File: src/rtl/rv32i_instr_encoder.sv
// ---------------------------------------------------------------------------
// rv32i_instr_encoder
//
// Turns a symbolic RV32I request (mnemonic code, rd, rs1, rs2, immediate) into
// a 32-bit instruction word. Legal words go into a 2-entry FIFO and leave it
// tagged with a sequential instruction-memory word address, so a loader can
// stream them straight into instruction RAM. Requests with an unknown
// mnemonic or an immediate that does not fit the format are dropped. Each
// drop raises a one-cycle error pulse and bumps a saturating counter.
//
// Ports
//   clk, rst_n     clock (rising edge), asynchronous active-low reset
//   in_valid       request valid
//   in_ready       encoder can accept (FIFO not full, out of reset)
//   in_mnem        mnemonic code 0..36, 37..63 illegal
//   in_rd/rs1/rs2  register fields
//   in_imm         immediate, two's complement byte offset / value
//   addr_load      load the address counter with addr_value
//   addr_value     value for the address counter
//   out_valid      FIFO head valid
//   out_ready      consumer accepts the head
//   out_word       encoded instruction at the head
//   out_addr       word address of the head
//   err_illegal    one-cycle pulse after a rejected request
//   err_count      rejected-request count, saturates at all-ones
// ---------------------------------------------------------------------------
module rv32i_instr_encoder #(
    parameter int AW  = 8,
    parameter int ECW = 8
) (
    input  logic           clk,
    input  logic           rst_n,
    input  logic           in_valid,
    output logic           in_ready,
    input  logic [5:0]     in_mnem,
    input  logic [4:0]     in_rd,
    input  logic [4:0]     in_rs1,
    input  logic [4:0]     in_rs2,
    input  logic [31:0]    in_imm,
    input  logic           addr_load,
    input  logic [AW-1:0]  addr_value,
    output logic           out_valid,
    input  logic           out_ready,
    output logic [31:0]    out_word,
    output logic [AW-1:0]  out_addr,
    output logic           err_illegal,
    output logic [ECW-1:0] err_count
);

    typedef enum logic [2:0] {
        FMT_R, FMT_I, FMT_SH, FMT_S, FMT_B, FMT_U, FMT_J, FMT_BAD
    } fmt_e;

    localparam logic [6:0] OP_LUI    = 7'b0110111;
    localparam logic [6:0] OP_AUIPC  = 7'b0010111;
    localparam logic [6:0] OP_JAL    = 7'b1101111;
    localparam logic [6:0] OP_JALR   = 7'b1100111;
    localparam logic [6:0] OP_BRANCH = 7'b1100011;
    localparam logic [6:0] OP_LOAD   = 7'b0000011;
    localparam logic [6:0] OP_STORE  = 7'b0100011;
    localparam logic [6:0] OP_ALUI   = 7'b0010011;
    localparam logic [6:0] OP_ALU    = 7'b0110011;

    fmt_e        fmt;
    logic [6:0]  opcode;
    logic [2:0]  funct3;
    logic        funct7_b30;   // the only funct7 bit RV32I base ever sets
    logic        imm_ok;
    logic        enc_legal;
    logic [31:0] enc_word;

    // ------------------------------------------------------------------
    // Mnemonic decode: format, opcode, funct3, funct7[5]
    // ------------------------------------------------------------------
    always_comb begin
        // NOTE: every output of a combinational block gets a default first,
        // otherwise any path that skips an assignment infers a latch.
        fmt        = FMT_BAD;
        opcode     = 7'b0;
        funct3     = 3'b000;
        funct7_b30 = 1'b0;
        case (in_mnem)
            6'd0:  begin fmt = FMT_U;  opcode = OP_LUI;                        end
            6'd1:  begin fmt = FMT_U;  opcode = OP_AUIPC;                      end
            6'd2:  begin fmt = FMT_J;  opcode = OP_JAL;                        end
            6'd3:  begin fmt = FMT_I;  opcode = OP_JALR;   funct3 = 3'b000;    end
            6'd4:  begin fmt = FMT_B;  opcode = OP_BRANCH; funct3 = 3'b000;    end
            6'd5:  begin fmt = FMT_B;  opcode = OP_BRANCH; funct3 = 3'b001;    end
            6'd6:  begin fmt = FMT_B;  opcode = OP_BRANCH; funct3 = 3'b100;    end
            6'd7:  begin fmt = FMT_B;  opcode = OP_BRANCH; funct3 = 3'b101;    end
            6'd8:  begin fmt = FMT_B;  opcode = OP_BRANCH; funct3 = 3'b110;    end
            6'd9:  begin fmt = FMT_B;  opcode = OP_BRANCH; funct3 = 3'b111;    end
            6'd10: begin fmt = FMT_I;  opcode = OP_LOAD;   funct3 = 3'b000;    end
            6'd11: begin fmt = FMT_I;  opcode = OP_LOAD;   funct3 = 3'b001;    end
            6'd12: begin fmt = FMT_I;  opcode = OP_LOAD;   funct3 = 3'b010;    end
            6'd13: begin fmt = FMT_I;  opcode = OP_LOAD;   funct3 = 3'b100;    end
            6'd14: begin fmt = FMT_I;  opcode = OP_LOAD;   funct3 = 3'b101;    end
            6'd15: begin fmt = FMT_S;  opcode = OP_STORE;  funct3 = 3'b000;    end
            6'd16: begin fmt = FMT_S;  opcode = OP_STORE;  funct3 = 3'b001;    end
            6'd17: begin fmt = FMT_S;  opcode = OP_STORE;  funct3 = 3'b010;    end
            6'd18: begin fmt = FMT_I;  opcode = OP_ALUI;   funct3 = 3'b000;    end
            6'd19: begin fmt = FMT_I;  opcode = OP_ALUI;   funct3 = 3'b010;    end
            6'd20: begin fmt = FMT_I;  opcode = OP_ALUI;   funct3 = 3'b011;    end
            6'd21: begin fmt = FMT_I;  opcode = OP_ALUI;   funct3 = 3'b100;    end
            6'd22: begin fmt = FMT_I;  opcode = OP_ALUI;   funct3 = 3'b110;    end
            6'd23: begin fmt = FMT_I;  opcode = OP_ALUI;   funct3 = 3'b111;    end
            6'd24: begin fmt = FMT_SH; opcode = OP_ALUI;   funct3 = 3'b001;    end
            6'd25: begin fmt = FMT_SH; opcode = OP_ALUI;   funct3 = 3'b101;    end
            6'd26: begin fmt = FMT_SH; opcode = OP_ALUI;   funct3 = 3'b101;
                         funct7_b30 = 1'b1;                                    end
            6'd27: begin fmt = FMT_R;  opcode = OP_ALU;    funct3 = 3'b000;    end
            6'd28: begin fmt = FMT_R;  opcode = OP_ALU;    funct3 = 3'b000;
                         funct7_b30 = 1'b1;                                    end
            6'd29: begin fmt = FMT_R;  opcode = OP_ALU;    funct3 = 3'b001;    end
            6'd30: begin fmt = FMT_R;  opcode = OP_ALU;    funct3 = 3'b010;    end
            6'd31: begin fmt = FMT_R;  opcode = OP_ALU;    funct3 = 3'b011;    end
            6'd32: begin fmt = FMT_R;  opcode = OP_ALU;    funct3 = 3'b100;    end
            6'd33: begin fmt = FMT_R;  opcode = OP_ALU;    funct3 = 3'b101;    end
            6'd34: begin fmt = FMT_R;  opcode = OP_ALU;    funct3 = 3'b101;
                         funct7_b30 = 1'b1;                                    end
            6'd35: begin fmt = FMT_R;  opcode = OP_ALU;    funct3 = 3'b110;    end
            6'd36: begin fmt = FMT_R;  opcode = OP_ALU;    funct3 = 3'b111;    end
            default: ;
        endcase
    end

    // ------------------------------------------------------------------
    // Immediate range check. A value fits in N signed bits when all bits
    // from N-1 upward are copies of the sign bit.
    // ------------------------------------------------------------------
    always_comb begin
        imm_ok = 1'b0;
        case (fmt)
            FMT_R:        imm_ok = 1'b1;
            FMT_I, FMT_S: imm_ok = (&in_imm[31:11]) || (~|in_imm[31:11]);
            FMT_SH:       imm_ok = ~|in_imm[31:5];
            FMT_B:        imm_ok = ((&in_imm[31:12]) || (~|in_imm[31:12])) && !in_imm[0];
            FMT_J:        imm_ok = ((&in_imm[31:20]) || (~|in_imm[31:20])) && !in_imm[0];
            FMT_U:        imm_ok = ~|in_imm[11:0];
            default:      imm_ok = 1'b0;
        endcase
    end

    assign enc_legal = (fmt != FMT_BAD) && imm_ok;

    // ------------------------------------------------------------------
    // Field packing. Fields a format does not use are left as zero.
    // ------------------------------------------------------------------
    always_comb begin
        enc_word = 32'b0;
        case (fmt)
            FMT_R:  enc_word = {1'b0, funct7_b30, 5'b0, in_rs2, in_rs1, funct3, in_rd, opcode};
            FMT_SH: enc_word = {1'b0, funct7_b30, 5'b0, in_imm[4:0], in_rs1, funct3, in_rd, opcode};
            FMT_I:  enc_word = {in_imm[11:0], in_rs1, funct3, in_rd, opcode};
            FMT_S:  enc_word = {in_imm[11:5], in_rs2, in_rs1, funct3, in_imm[4:0], opcode};
            FMT_B:  enc_word = {in_imm[12], in_imm[10:5], in_rs2, in_rs1, funct3,
                                in_imm[4:1], in_imm[11], opcode};
            FMT_U:  enc_word = {in_imm[31:12], in_rd, opcode};
            FMT_J:  enc_word = {in_imm[20], in_imm[10:1], in_imm[11], in_imm[19:12],
                                in_rd, opcode};
            default: enc_word = 32'b0;
        endcase
    end

    // ------------------------------------------------------------------
    // 2-entry FIFO (head/tail registers), address counter, error tracking
    // ------------------------------------------------------------------
    logic [31:0]    head_q;
    logic [31:0]    tail_q;
    logic [1:0]     count_q;
    logic           ready_q;     // low in reset, high from the first clock after
    logic [AW-1:0]  addr_q;
    logic           err_q;
    logic [ECW-1:0] err_cnt_q;

    logic accept;
    logic push;
    logic pop;

    assign out_valid = (count_q != 2'd0);
    assign in_ready  = ready_q && (count_q != 2'd2);
    assign accept    = in_valid && in_ready;
    assign push      = accept && enc_legal;
    assign pop       = out_valid && out_ready;

    assign out_word    = head_q;
    assign out_addr    = addr_q;
    assign err_illegal = err_q;
    assign err_count   = err_cnt_q;

    always_ff @(posedge clk or negedge rst_n) begin
        if (!rst_n) begin
            // NOTE: the FIFO storage is reset too, because out_word must read
            // zero after reset; a plain RAM would normally be left unreset.
            head_q    <= 32'b0;
            tail_q    <= 32'b0;
            count_q   <= 2'd0;
            ready_q   <= 1'b0;
            addr_q    <= '0;
            err_q     <= 1'b0;
            err_cnt_q <= '0;
        end else begin
            // NOTE: sequential state uses non-blocking assignments so every
            // register samples the pre-edge values, independent of order.
            ready_q <= 1'b1;

            case ({push, pop})
                2'b10: begin
                    if (count_q == 2'd0) head_q <= enc_word;
                    else                 tail_q <= enc_word;
                    count_q <= count_q + 2'd1;
                end
                2'b01: begin
                    head_q  <= tail_q;
                    count_q <= count_q - 2'd1;
                end
                // Push with pop is only reachable at one entry: the new
                // word becomes the head and the count is unchanged.
                2'b11: head_q <= enc_word;
                default: ;
            endcase

            if (addr_load)  addr_q <= addr_value;
            else if (pop)   addr_q <= addr_q + AW'(1);

            err_q <= accept && !enc_legal;
            if (accept && !enc_legal && (err_cnt_q != '1))
                err_cnt_q <= err_cnt_q + ECW'(1);
        end
    end

endmodule

File: config.mk
export PLATFORM = sky130hd
export DESIGN_NAME = rv32i_instr_encoder
export DESIGN_NICKNAME = d
export VERILOG_FILES = /design/src/rtl/rv32i_instr_encoder.sv
export SDC_FILE = /design/constraint.sdc
export NUM_CORES = 1
export LEC_CHECK = 0
export CAP_MARGIN = 20
export CORE_MARGIN = 4
export CORE_UTILIZATION = 55
export DETAILED_ROUTE_END_ITERATION = 8
export DONT_BUFFER_PORTS = 1
export PLACE_DENSITY = 0.7
export SKIP_LAST_GASP = 1
export SLEW_MARGIN = 20
export SYNTH_ARGS = -nofsm -noshare
export SYNTH_HDL_FRONTEND = slang
export SYNTH_SLANG_ARGS = --single-unit
File: constraint.sdc
create_clock -name clk -period 2.35 [get_ports clk]
set_input_delay 0.235 -clock clk [delete_from_list [all_inputs] [get_ports clk]]
set_output_delay 0.235 -clock clk [all_outputs]
set_load 0.05 [all_outputs]
==> flow_summary.yaml <==
status:
  status: "completed"
place:
  dp_hpwl_um: 10100
  place_inst: 658
  routabilityCongestion: 0.918
  io_buffer_count: 0
logic_synthesis:
  synth_commonest_cells: "82 x dfrtp_1, 54 x nand2_1, 43 x o21ai_0"
  syn-num-nets: 598
  synth_top_area_frac: 0.402
  netlist_area_mm2: 0.00511
  synth-seq-cells: 82
  yosys_warnings: 0
  async_flop_share: 1.00
  synth_edf_count: 0
  yosys.area.top_type: "dfrtp_1"
  syn_inst: 528
  seq_area_frac_synth: 0.402
  syn_area_per_cell_um2: 9.67
  synthMostInstantiatedCell: "dfrtp_1"
  yosysUniqueCellTypes: 62
  synth_area_leaders: "dfrtp_1 40%, mux2_4 8.8%, o21ai_0 4.2%, nand2_1 4.0%, mux2_2 3.3%"
  synth-main-ff-cell: "dfrtp_1"
detailed_routing:
  via_per_inst: 6.38
  num_vias: 4347
  drtAntennaViolNets: 0
  firstDrtPassIters: 5
  wl_per_cell_um: 20.7
  drc: 0
  finalWirelength_um: 14100
  detail_route.iter0.violations: 340
floorplan:
  std_cell_rows: 34
  fp.dieH_um: 104
  die_w_um: 104
  coreArea_mm2: 0.00889
  die_area_mm2: 0.0109
  ioPinCount: 117
  start_util: 0.574
worst_setup_path:
  reg2reg_slack_ns: 0.22
  startpoint: "in_imm[13]"
  cp.required_ns: 2.59
  worstSetupPathType: "primary input to flop"
  cp-endpoint: "out_word[4]"
  critPathArrivalTime_ns: 2.40
  r2r-start: "count_q[0]"
  reg2reg_to: "out_word[4]"
  cp_max_fo: 24
  crit_path_start_kind: "primary input"
  cp-end-kind: "flop"
  rr_worst_depth: 7
power_and_ir_drop:
  p_comb_frac: 0.345
  clockPowerShare: 0.176
  p_per_area_mw_per_mm2: 1060
  seqPwrFrac: 0.480
  vdd_drop_max_uv: 650
  switching_share: 0.439
  p_leak_nw: 2.66
  p_int_mw: 3.57
  finalPower_mw: 6.36
  p_switching_mw: 2.79
cts:
  tritoncts: "built"
  cts.sinks: 82
  path_clk_slew_ns: 0.09
  postCtsSetupBuffers: 0
  numCtsBuffers: 9
  cts_max_path_buffers: 2
  root_buffer: "clkbuf_8"
  htreeDepth: 3
  clock_latency_ns: 0.36
  cts-resized-gates: 0
global_route:
  grt_pass1_vias: 4304
  gr-total-overflow: 0
  grt_pass1_wl_um: 22800
  antenna_found_initial: 0
  grt_usage: 0.260
  grt_start_max_net_pins: 83
cells_and_area:
  syn_to_final_growth_pct: 17.0
  fillerInstances: 679
  antenna_cells: 0
  layout.cells.non_filler: 681
  drive_gt1_frac: 0.248
  seq_area_mm2: 0.00205
  nets: 638
  multi_input_area_mm2: 0.00293
timing:
  final_max_slew_viol_count: 0
  period_needed_ns: 2.16
  finalCritPeriodShare: 0.920
  setup_viol: 0
  clock.fmax_ghz: 0.462
  worst_pin_slew_ns: 0.937
  clock_skew_ns: 0.0108
  rsz0062_at_grt: "false"
  relSlewSlack: 0.375
  final-hold-violation-count: 0
hold_path:
  hold_class: "primary input to flop"
job:
  drv_cap: 0
## worst min path at each step
stage | startpoint | depth (start not counted) | slack (ns) | to
4_1_cts | addr_value[3] | 2 | 0.00009 | out_addr[3]
6_report | addr_value[3] | 2 | 0.007 | out_addr[3]
5_1_grt | addr_value[3] | 2 | 0.005 | out_addr[3]
3_3_place_gp | rst_n | 0 | -0.06 | out_word[22]
3_5_place_dp | rst_n | 0 | -0.06 | out_word[22]
2_1_floorplan | rst_n | 0 | -0.06 | count_q[0]
## registers in the layout, summed over array words and instances (netlist names)
name,count
out_word,31
err_illegal,1
out_addr,8
tail_q,31
count_q,2
ready_q,1
err_count,8
## layout by cell type, fill, tap and decap left out, types with 3 or more instances in the layout
cell type and n:
o32ai_1 3, a31oi_1 7, nand2_1 53, a22oi_1 16
nand4_1 10, and2_1 3, a21oi_1 19, nand3_1 10
dlygate4sd3_1 6, xnor2_1 10, a211o_1 3, nor2b_1 11
nor3b_1 7, a32oi_1 3, xor2_1 5, a211oi_1 12
buf_4 51, mux2_4 40, a21o_1 3, o21ai_0 40
nor3_1 10, clkbuf_8 9, mux2_2 5, a211oi_2 3
nor2_1 22, a22o_1 6, dfrtp_1 82, inv_1 23
ha_1 3, mux2i_1 13, buf_12 4, a221o_1 6
nor4_1 4, a21oi_2 5, and3_1 7, o21ai_1 3
nand2b_1 7
## routing by layer
metal | vias to the layer above | part of all wire | GRT usage
li1 | 2021 | - | -
met1 | 2091 | 0.41 | 0.350
met2 | 190 | 0.47 | 0.399
met3 | 45 | 0.082 | 0.0633
met4 | 0 | 0.033 | 0.110
met5 | - | 0 | 0
## worst max-delay path: stages
cell,delay (ns)
nor4_1,0.26
buf_4,0.16
nand2_1,0.07
or3_1,0.33
a21oi_2,0.20
nor3b_4,0.07
nand2b_4,0.16
ha_4,0.18
buf_12,0.16
mux2_4,0.30
mux2_4,0.26
## power groups by stage
| stage | clock network, mW | registers [mW] | logic (mW) |
|---|---|---|---|
| 6_report | 1.12 | 3.05 | 2.19 |
| 2_1_floorplan | 0 | 3.18 | 1.58 |
| 4_1_cts | 1.14 | 3.05 | 2.19 |
| 5_1_grt | 1.20 | 3.11 | 2.37 |
| 3_3_place_gp | 0 | 3.06 | 2.07 |
| 3_5_place_dp | 0 | 3.08 | 2.14 |
## area by class of cell
| class | count | share of cell area |
|---|---|---|
| Clock inverter | 5 | 0.0132 |
| Clock buffer | 11 | 0.0220 |
| Timing Repair Buffer | 62 | 0.0921 |
| Multi-Input combinational cell | 388 | 0.491 |
| Sequential cell | 82 | 0.343 |
| Inverter | 25 | 0.0157 |
| Tap cell | 108 | 0.0226 |
## repair_timing
action                     in CTS  in global routing
hold buffers                    6                  1
hold endpoints to repair       89                  1
setup endpoints to repair       0                  0
## cells by family (layout without fill, tap and decap cells)
group,count (synthesis),count (layout),synth area share
buffers and inverters,58,103,0.0529
AOI/OAI and AO/OA,148,148,0.199
other,1,1,0.000734
DFF,82,82,0.402
muxes,58,58,0.147
xor gates and xnor gates,15,15,0.0257
and+or+nand+nor,161,161,0.161
adders and majority gates,5,5,0.0118
## metrics by stage
step	hold slack (ns)	worst slack [ns]	instance area, um2	TNS, ns	util
6_report	0.00689	0.187	5970	0	0.672
2_1_floorplan	-0.0606	-0.257	5340	-6.25	-
5_1_grt	0.00459	0.0427	5970	0	0.672
3_3_place_gp	-0.0588	-0.130	5680	-3.25	0.638
4_1_cts	0.0000871	0.200	5960	0	0.671
3_5_place_dp	-0.0588	-0.186	5680	-5.25	0.638
(Power assumes the default switching activity.)
